### src/rtl/pipe_ctrl_pkg.sv
// ---------------------------------------------------------------------------
// pipe_ctrl_pkg
// Shared types and constants for the pipeline stall/flush controller.
//   ctrlState_t : controller FSM states
//   ctrlOut_t   : bundle of the wen/flush/halted strobes driven each cycle
//   CTRL_*      : the fixed strobe patterns the controller can select from
// ---------------------------------------------------------------------------
package pipe_ctrl_pkg;

  typedef enum logic [2:0] {
    RUN,
    IMISS,
    DMISS,
    DRAIN,
    HALTED
  } ctrlState_t;

  // Register 0 is hard-wired to zero and can never carry a hazard.
  localparam logic [3:0] REG_ZERO     = 4'h0;
  // Cycles needed to let the instructions behind HLT leave the pipeline.
  localparam logic [1:0] DRAIN_CYCLES = 2'd3;

  typedef struct packed {
    logic pcWen;
    logic ifIdWen;
    logic idExWen;
    logic exMemWen;
    logic memWbWen;
    logic ifIdFlush;
    logic idExFlush;
    logic halted;
  } ctrlOut_t;

  // Everything advances, nothing squashed.
  localparam ctrlOut_t CTRL_FLOW = '{pcWen: 1'b1, ifIdWen: 1'b1, idExWen: 1'b1,
                                     exMemWen: 1'b1, memWbWen: 1'b1,
                                     ifIdFlush: 1'b0, idExFlush: 1'b0, halted: 1'b0};
  // Whole pipeline frozen in place (D-cache miss).
  localparam ctrlOut_t CTRL_FREEZE = '{pcWen: 1'b0, ifIdWen: 1'b0, idExWen: 1'b0,
                                       exMemWen: 1'b0, memWbWen: 1'b0,
                                       ifIdFlush: 1'b0, idExFlush: 1'b0, halted: 1'b0};
  // Hold PC and IF_ID, inject a bubble into EX (load-use).
  localparam ctrlOut_t CTRL_BUBBLE = '{pcWen: 1'b0, ifIdWen: 1'b0, idExWen: 1'b1,
                                       exMemWen: 1'b1, memWbWen: 1'b1,
                                       ifIdFlush: 1'b0, idExFlush: 1'b1, halted: 1'b0};
  // Take the new PC and squash the wrong-path fetch.
  localparam ctrlOut_t CTRL_REDIRECT = '{pcWen: 1'b1, ifIdWen: 1'b1, idExWen: 1'b1,
                                         exMemWen: 1'b1, memWbWen: 1'b1,
                                         ifIdFlush: 1'b1, idExFlush: 1'b0, halted: 1'b0};
  // Fetch stalled: PC held, NOPs fed into ID, downstream keeps moving.
  localparam ctrlOut_t CTRL_FETCH_STALL = '{pcWen: 1'b0, ifIdWen: 1'b1, idExWen: 1'b1,
                                            exMemWen: 1'b1, memWbWen: 1'b1,
                                            ifIdFlush: 1'b1, idExFlush: 1'b0, halted: 1'b0};
  // Pipeline empty and parked.
  localparam ctrlOut_t CTRL_HALT = '{pcWen: 1'b0, ifIdWen: 1'b0, idExWen: 1'b0,
                                     exMemWen: 1'b0, memWbWen: 1'b0,
                                     ifIdFlush: 1'b0, idExFlush: 1'b0, halted: 1'b1};

endpackage

### src/rtl/hazard_detect.sv
// ---------------------------------------------------------------------------
// hazard_detect
// Combinational load-use detector: flags when the load in EX writes a
// register that the instruction in ID reads.
//   exMemread  in  EX instruction is a load
//   exDstreg   in  4  destination of the EX load
//   idSrc1     in  4  first source of the ID instruction
//   idSrc2     in  4  second source of the ID instruction
//   idUsesSrc2 in  ID instruction actually reads idSrc2
//   loadUse    out hazard present this cycle
// ---------------------------------------------------------------------------
module hazard_detect
  import pipe_ctrl_pkg::*;
(
  input  logic       exMemread,
  input  logic [3:0] exDstreg,
  input  logic [3:0] idSrc1,
  input  logic [3:0] idSrc2,
  input  logic       idUsesSrc2,
  output logic       loadUse
);

  logic src1Match;
  logic src2Match;

  assign src1Match = (exDstreg == idSrc1);
  // src2 only matters when the ID instruction really reads it.
  assign src2Match = idUsesSrc2 && (exDstreg == idSrc2);
  assign loadUse   = exMemread && (exDstreg != REG_ZERO) && (src1Match || src2Match);

endmodule

### src/rtl/pipe_stall_ctrl.sv
// ---------------------------------------------------------------------------
// pipe_stall_ctrl
// Central stall/flush controller for a 5-stage pipeline. Arbitrates D-cache
// misses, load-use hazards, taken branches, HLT and I-cache misses, and
// drives the write enables and bubble-inserts of the PC and pipeline regs.
//   clk, rst                       clock, synchronous active-high reset
//   id_src1/2, id_uses_src2        ID instruction source registers
//   ex_memread, ex_dstreg          EX load and its destination
//   branch_taken, hlt_id           ID redirect / halt decode
//   imiss/ifill_done               I-cache miss level / fill pulse
//   dmiss/dfill_done               D-cache miss level / fill pulse
//   pc_wen .. mem_wb_wen           register write enables
//   if_id_flush, id_ex_flush       load NOP bubble this edge
//   halted                         pipeline drained after HLT
//   stall_cnt                      saturating count of fetch-stall cycles
// Outputs are combinational from state and current inputs.
// ---------------------------------------------------------------------------
module pipe_stall_ctrl
  import pipe_ctrl_pkg::*;
#(
  parameter int CNT_W = 16
) (
  input  logic             clk,
  input  logic             rst,
  input  logic [3:0]       id_src1,
  input  logic [3:0]       id_src2,
  input  logic             id_uses_src2,
  input  logic             ex_memread,
  input  logic [3:0]       ex_dstreg,
  input  logic             branch_taken,
  input  logic             hlt_id,
  input  logic             imiss,
  input  logic             ifill_done,
  input  logic             dmiss,
  input  logic             dfill_done,
  output logic             pc_wen,
  output logic             if_id_wen,
  output logic             id_ex_wen,
  output logic             ex_mem_wen,
  output logic             mem_wb_wen,
  output logic             if_id_flush,
  output logic             id_ex_flush,
  output logic             halted,
  output logic [CNT_W-1:0] stall_cnt
);

  localparam logic [CNT_W-1:0] CNT_ONE = {{(CNT_W-1){1'b0}}, 1'b1};
  localparam logic [CNT_W-1:0] CNT_MAX = {CNT_W{1'b1}};

  ctrlState_t       stateReg, stateNext;
  logic [1:0]       drainCntReg, drainCntNext;
  logic [CNT_W-1:0] stallCntReg;
  logic             loadUse;
  logic             countStall;
  ctrlOut_t         ctrl;

  hazard_detect uHazard (
    .exMemread (ex_memread),
    .exDstreg  (ex_dstreg),
    .idSrc1    (id_src1),
    .idSrc2    (id_src2),
    .idUsesSrc2(id_uses_src2),
    .loadUse   (loadUse)
  );

  // Next-state and strobe selection.
  always_comb begin
    stateNext    = stateReg;
    drainCntNext = drainCntReg;
    ctrl         = CTRL_FLOW;
    unique case (stateReg)
      RUN, IMISS: begin
        if (dmiss) begin
          ctrl      = CTRL_FREEZE;
          stateNext = DMISS;
        end else if (loadUse) begin
          ctrl = CTRL_BUBBLE;
          // A fill may still land while the bubble is being inserted.
          if (stateReg == IMISS && ifill_done) begin
            stateNext = RUN;
          end
        end else if (branch_taken) begin
          // From IMISS the cache drops the outstanding fill on redirect.
          ctrl      = CTRL_REDIRECT;
          stateNext = RUN;
        end else if (hlt_id) begin
          ctrl         = CTRL_FETCH_STALL;
          stateNext    = DRAIN;
          drainCntNext = DRAIN_CYCLES;
        end else if (stateReg == IMISS) begin
          // Fetch stays stalled through the fill-done cycle itself.
          ctrl = CTRL_FETCH_STALL;
          if (ifill_done) begin
            stateNext = RUN;
          end
        end else if (imiss) begin
          ctrl      = CTRL_FETCH_STALL;
          stateNext = IMISS;
        end
      end
      DMISS: begin
        // Frozen including the dfill_done cycle; all other events ignored.
        ctrl = CTRL_FREEZE;
        if (dfill_done) begin
          stateNext = RUN;
        end
      end
      DRAIN: begin
        if (dmiss) begin
          // Nothing moves, so the drain count must not move either.
          ctrl = CTRL_FREEZE;
        end else begin
          ctrl         = CTRL_FETCH_STALL;
          drainCntNext = drainCntReg - 2'd1;
          if (drainCntReg <= 2'd1) begin
            stateNext = HALTED;
          end
        end
      end
      HALTED: begin
        ctrl = CTRL_HALT;
      end
      default: begin
        ctrl      = CTRL_FREEZE;
        stateNext = RUN;
      end
    endcase
  end

  // Only stalls seen while the program is live are counted.
  assign countStall = !ctrl.pcWen &&
                      (stateReg == RUN || stateReg == IMISS || stateReg == DMISS);

  always_ff @(posedge clk) begin
    if (rst) begin
      stateReg    <= RUN;
      drainCntReg <= 2'd0;
      stallCntReg <= '0;
    end else begin
      stateReg    <= stateNext;
      drainCntReg <= drainCntNext;
      if (countStall && stallCntReg != CNT_MAX) begin
        stallCntReg <= stallCntReg + CNT_ONE;
      end
    end
  end

  assign pc_wen      = ctrl.pcWen;
  assign if_id_wen   = ctrl.ifIdWen;
  assign id_ex_wen   = ctrl.idExWen;
  assign ex_mem_wen  = ctrl.exMemWen;
  assign mem_wb_wen  = ctrl.memWbWen;
  assign if_id_flush = ctrl.ifIdFlush;
  assign id_ex_flush = ctrl.idExFlush;
  assign halted      = ctrl.halted;
  assign stall_cnt   = stallCntReg;

endmodule

### config.mk
export PLATFORM = sky130hd
export DESIGN_NAME = pipe_stall_ctrl
export DESIGN_NICKNAME = d
export VERILOG_FILES = /design/src/rtl/pipe_ctrl_pkg.sv /design/src/rtl/hazard_detect.sv /design/src/rtl/pipe_stall_ctrl.sv
export SDC_FILE = /design/constraint.sdc
export NUM_CORES = 1
export LEC_CHECK = 0
export CAP_MARGIN = 20
export CORE_AREA = 2 2 55 62
export CTS_BUF_LIST = sky130_fd_sc_hd__clkbuf_2 sky130_fd_sc_hd__clkbuf_4 sky130_fd_sc_hd__clkbuf_8
export CTS_CLUSTER_SIZE = 20
export DETAILED_ROUTE_END_ITERATION = 10
export DIE_AREA = 0 0 57 64
export PLACE_DENSITY = 0.79
export SYNTH_ARGS = -nofsm -noshare
export SYNTH_HDL_FRONTEND = slang
export SYNTH_SLANG_ARGS = --single-unit
### constraint.sdc
create_clock -name clk -period 2.4 [get_ports clk]
set_input_delay 0.48 -clock clk [delete_from_list [all_inputs] [get_ports clk]]
set_output_delay 0.48 -clock clk [all_outputs]
set_load 0.02 [all_outputs]
==> out/qor.txt <==
outcome: finished clean
Startpoint Class: input pin
Fillers: 237
Buf+Inv Stages, Crit Path: 2
CTS sink count: 21
First-pass DRT Iterations: 4
CTS buffer count: 3
largest net degree at the start of global routing: 15
Post-synth EDFFs: 0
Via density: 5.44
Yosys cell types: 50
Post-Syn Area per Cell: 8.33 µm²
fmax: 0.421 GHz
fin crit period: 2.37 ns
CP Capture Point: if_id_flush
FF-to-FF path depth: 6
number of port buffers: 45
fin crit share: 0.989
Worst path depth: 7
via count: 1,447
drt drc: 0
Max Slew Vio Count: 0
first-pass GRT wire length: 6270 µm
max-cap viol count: 0
Clock Tree Buf Depth: 2
VDD IR-drop max: 0.000291 V
Reg area: 420 µm²
Routed WL per cell: 14.2 µm
Final Hold Fails: 0
gr usage total: 0.214
share of post-route cells with drive strength above 1: 0.250
global route overflow: 0
placed cells: 259
Static Leak: 0.892 nW
n_diodes: 0
Synth warnings: 0
sequential fraction of the synthesis area: 0.306
Detailed Route Iter0 Violations: 68
Worst Hold Class: flip-flop to flip-flop
kind of critical path: input pin to output pin
Setup TNS: 0 ns
worst path arrival time: 1.89 ns
RSZ-0062 raised after global routing: true
initial core utilization: 0.459
Reg clk slew, reported paths: 0.11 ns
Setup crit start: id_src2[3]
final setup violation count: 0
Post-DP HPWL: 2930 µm
FFs w/ async S/R, synth: 0
Die Area: 0.00365 mm²
delay-heaviest family, CP: buffers and inverters
Post-Route WL: 3790 µm
vias in the first global route: 1,444
Post-DRT Antenna Nets: 0
nets@finish: 257
headroom to the max-slew limit: 0.690
Core Rows: 21
Cell Area, Synth: 0.00137 mm²
Yosys reg bits: 21
setup slack, reg-to-reg: 0.46 ns
launch point of the worst reg-to-reg path: stall_cnt[6]$_SDFFE_PP0P_
CP max stage delay: 0.41 ns
Die X-Extent: 57 µm
H-tree levels: 1
Clk Latency, worst-skew pair: 0.31 ns
Critical R2R Capture: stall_cnt[3]$_SDFFE_PP0P_
clock root cell: clkbuf_4
Layout area overhead: 52.6%
Syn Inst Count: 165
syn_nets: 189
CP max-delay cell: clkdlybuf4s50_1
Worst setup EP type: output pin
Least-Margin Pin Slew: 0.458 ns
CP Max Fanout: 3
top_reg_cell synth: dfxtp_1
Pwr Density: 390 mW/mm²
TritonCTS clock tree: built
Core ar.: 0.00300 mm²
Non-Filler Instances: 266
initial antenna violation count: 0
Critical Path RT: 1.92 ns
area of the multi-input gates: 918 µm²
num ports: 46
Die Y: 64 µm
RePlAce Congestion: 0.814
hold buffers post-CTS: 0
CP cell instances: clkdlybuf4s50_1 -> xor2_1 -> nor3_2 -> a2bb2oi_4 -> o21a_1 -> a21boi_2 -> buf_4
clk_skew: 0.00851 ns
## per-stage QoR
step                instance area [µm²]  utilization  setup WS, ns  hold WS [ns]  power [mW]
floorplan                          1380            -        0.0888         0.482       0.507
global placement                   1990        0.665        -0.609         0.488       0.620
detailed placement                 1990        0.665        -0.700         0.513       0.629
CTS                                2040        0.680       -0.0202         0.530       0.808
global route                       2100        0.700       -0.0347         0.564       0.862
finish                             2100        0.700        0.0264         0.532       0.817
## where the power goes
part | total (mW) | internal (mW) | switching [mW]
Combinational | 0.251 | 0.133 | 0.119
Sequential | 0.379 | 0.362 | 0.0177
Clock | 0.186 | 0.0762 | 0.110
## area by class of cell
type                       instances  area share
clock buffer                       4      0.0143
tap                               34      0.0203
sequential                        21       0.201
inverter                          15      0.0269
timing repair buffer              70       0.300
multi-input combinational        122       0.438
## worst reg2reg max path, delay by kind of cell (launching register included)
kind             cells  cell delay [ns]
multiplexers         1             0.34
flip-flops           1             0.46
AO/OA/AOI/OAI        2             0.45
AND/OR/NAND/NOR      3             0.60
## per-layer routing
metal,track usage,vias up,part of all wire
li1,-,730,-
met1,0.254,660,0.43
met2,0.378,48,0.50
met3,0.0344,9,0.050
met4,0.0872,0,0.021
met5,0,-,0
## placed cells by master, fill, tap and decap left out, drive strengths merged, types with 2 or more instances in the layout
master,n
nor2,17
nand2,7
and2,3
ha,2
mux2,2
clkbuf,7
nor3,3
dlygate4sd2,4
inv,15
nor3b,2
nand3,10
o21a,2
a21oi,14
and3,5
dfxtp,21
o21ai,2
dlymetal6s2s,6
and4,2
a211oi,7
xnor2,7
buf,29
clkdlybuf4s50,27
nand4,3
xor2,4
a31o,4
nor2b,4
a21o,7
## flip-flops by register name, indices dropped and copies added (netlist names)
signal	count
stateReg	3
drainCntReg	2
stall_cnt	16
## worst min-delay path by stage
stage	depth (start not counted)	slack [ns]	end	from
finish	1	0.53	drainCntReg[0]$_SDFFE_PP0P_	drainCntReg[0]$_SDFFE_PP0P_
detailed placement	1	0.51	drainCntReg[0]$_SDFFE_PP0P_	drainCntReg[0]$_SDFFE_PP0P_
floorplan	1	0.48	drainCntReg[0]$_SDFFE_PP0P_	drainCntReg[0]$_SDFFE_PP0P_
CTS	1	0.53	drainCntReg[0]$_SDFFE_PP0P_	drainCntReg[0]$_SDFFE_PP0P_
global route	1	0.56	drainCntReg[0]$_SDFFE_PP0P_	drainCntReg[0]$_SDFFE_PP0P_
global placement	1	0.49	drainCntReg[0]$_SDFFE_PP0P_	drainCntReg[0]$_SDFFE_PP0P_
## cell families (layout without fill, tap and decap cells)
group,count (synthesis),count (layout),synth area share
fa+ha+maj,2,2,0.0182
mux,3,3,0.0237
buf+inv,22,89,0.0774
compound gates,46,46,0.267
flops,21,21,0.306
simple gates,60,60,0.238
xor+xnor,11,11,0.0701
## what timing repair did
item	4_1_cts	5_1_grt
setup endpoints to repair	7	4
gates resized for setup	28	22
pin swaps	4	11
endpoints found under the hold margin	0	0
buffers inserted	2	1
## Yosys cell counts, types with 2 or more instances
cell | number | area share
nand2_1 | 7 | 0.019
inv_1 | 15 | 0.041
ha_1 | 2 | 0.018
a211oi_2 | 2 | 0.018
nand4_1 | 3 | 0.014
and4_1 | 2 | 0.013
buf_6 | 2 | 0.016
dfxtp_1 | 21 | 0.31
mux2_2 | 2 | 0.016
nand3_1 | 10 | 0.036
buf_4 | 2 | 0.011
and3_1 | 5 | 0.023
a21oi_1 | 12 | 0.044
a211oi_1 | 5 | 0.027
a31o_2 | 3 | 0.019
a21o_1 | 7 | 0.038
nor2_1 | 16 | 0.044
and2_1 | 3 | 0.014
nor3_1 | 3 | 0.011
nor2b_1 | 4 | 0.018
xor2_1 | 4 | 0.025
xnor2_1 | 7 | 0.045
(Power assumes the default switching activity.)
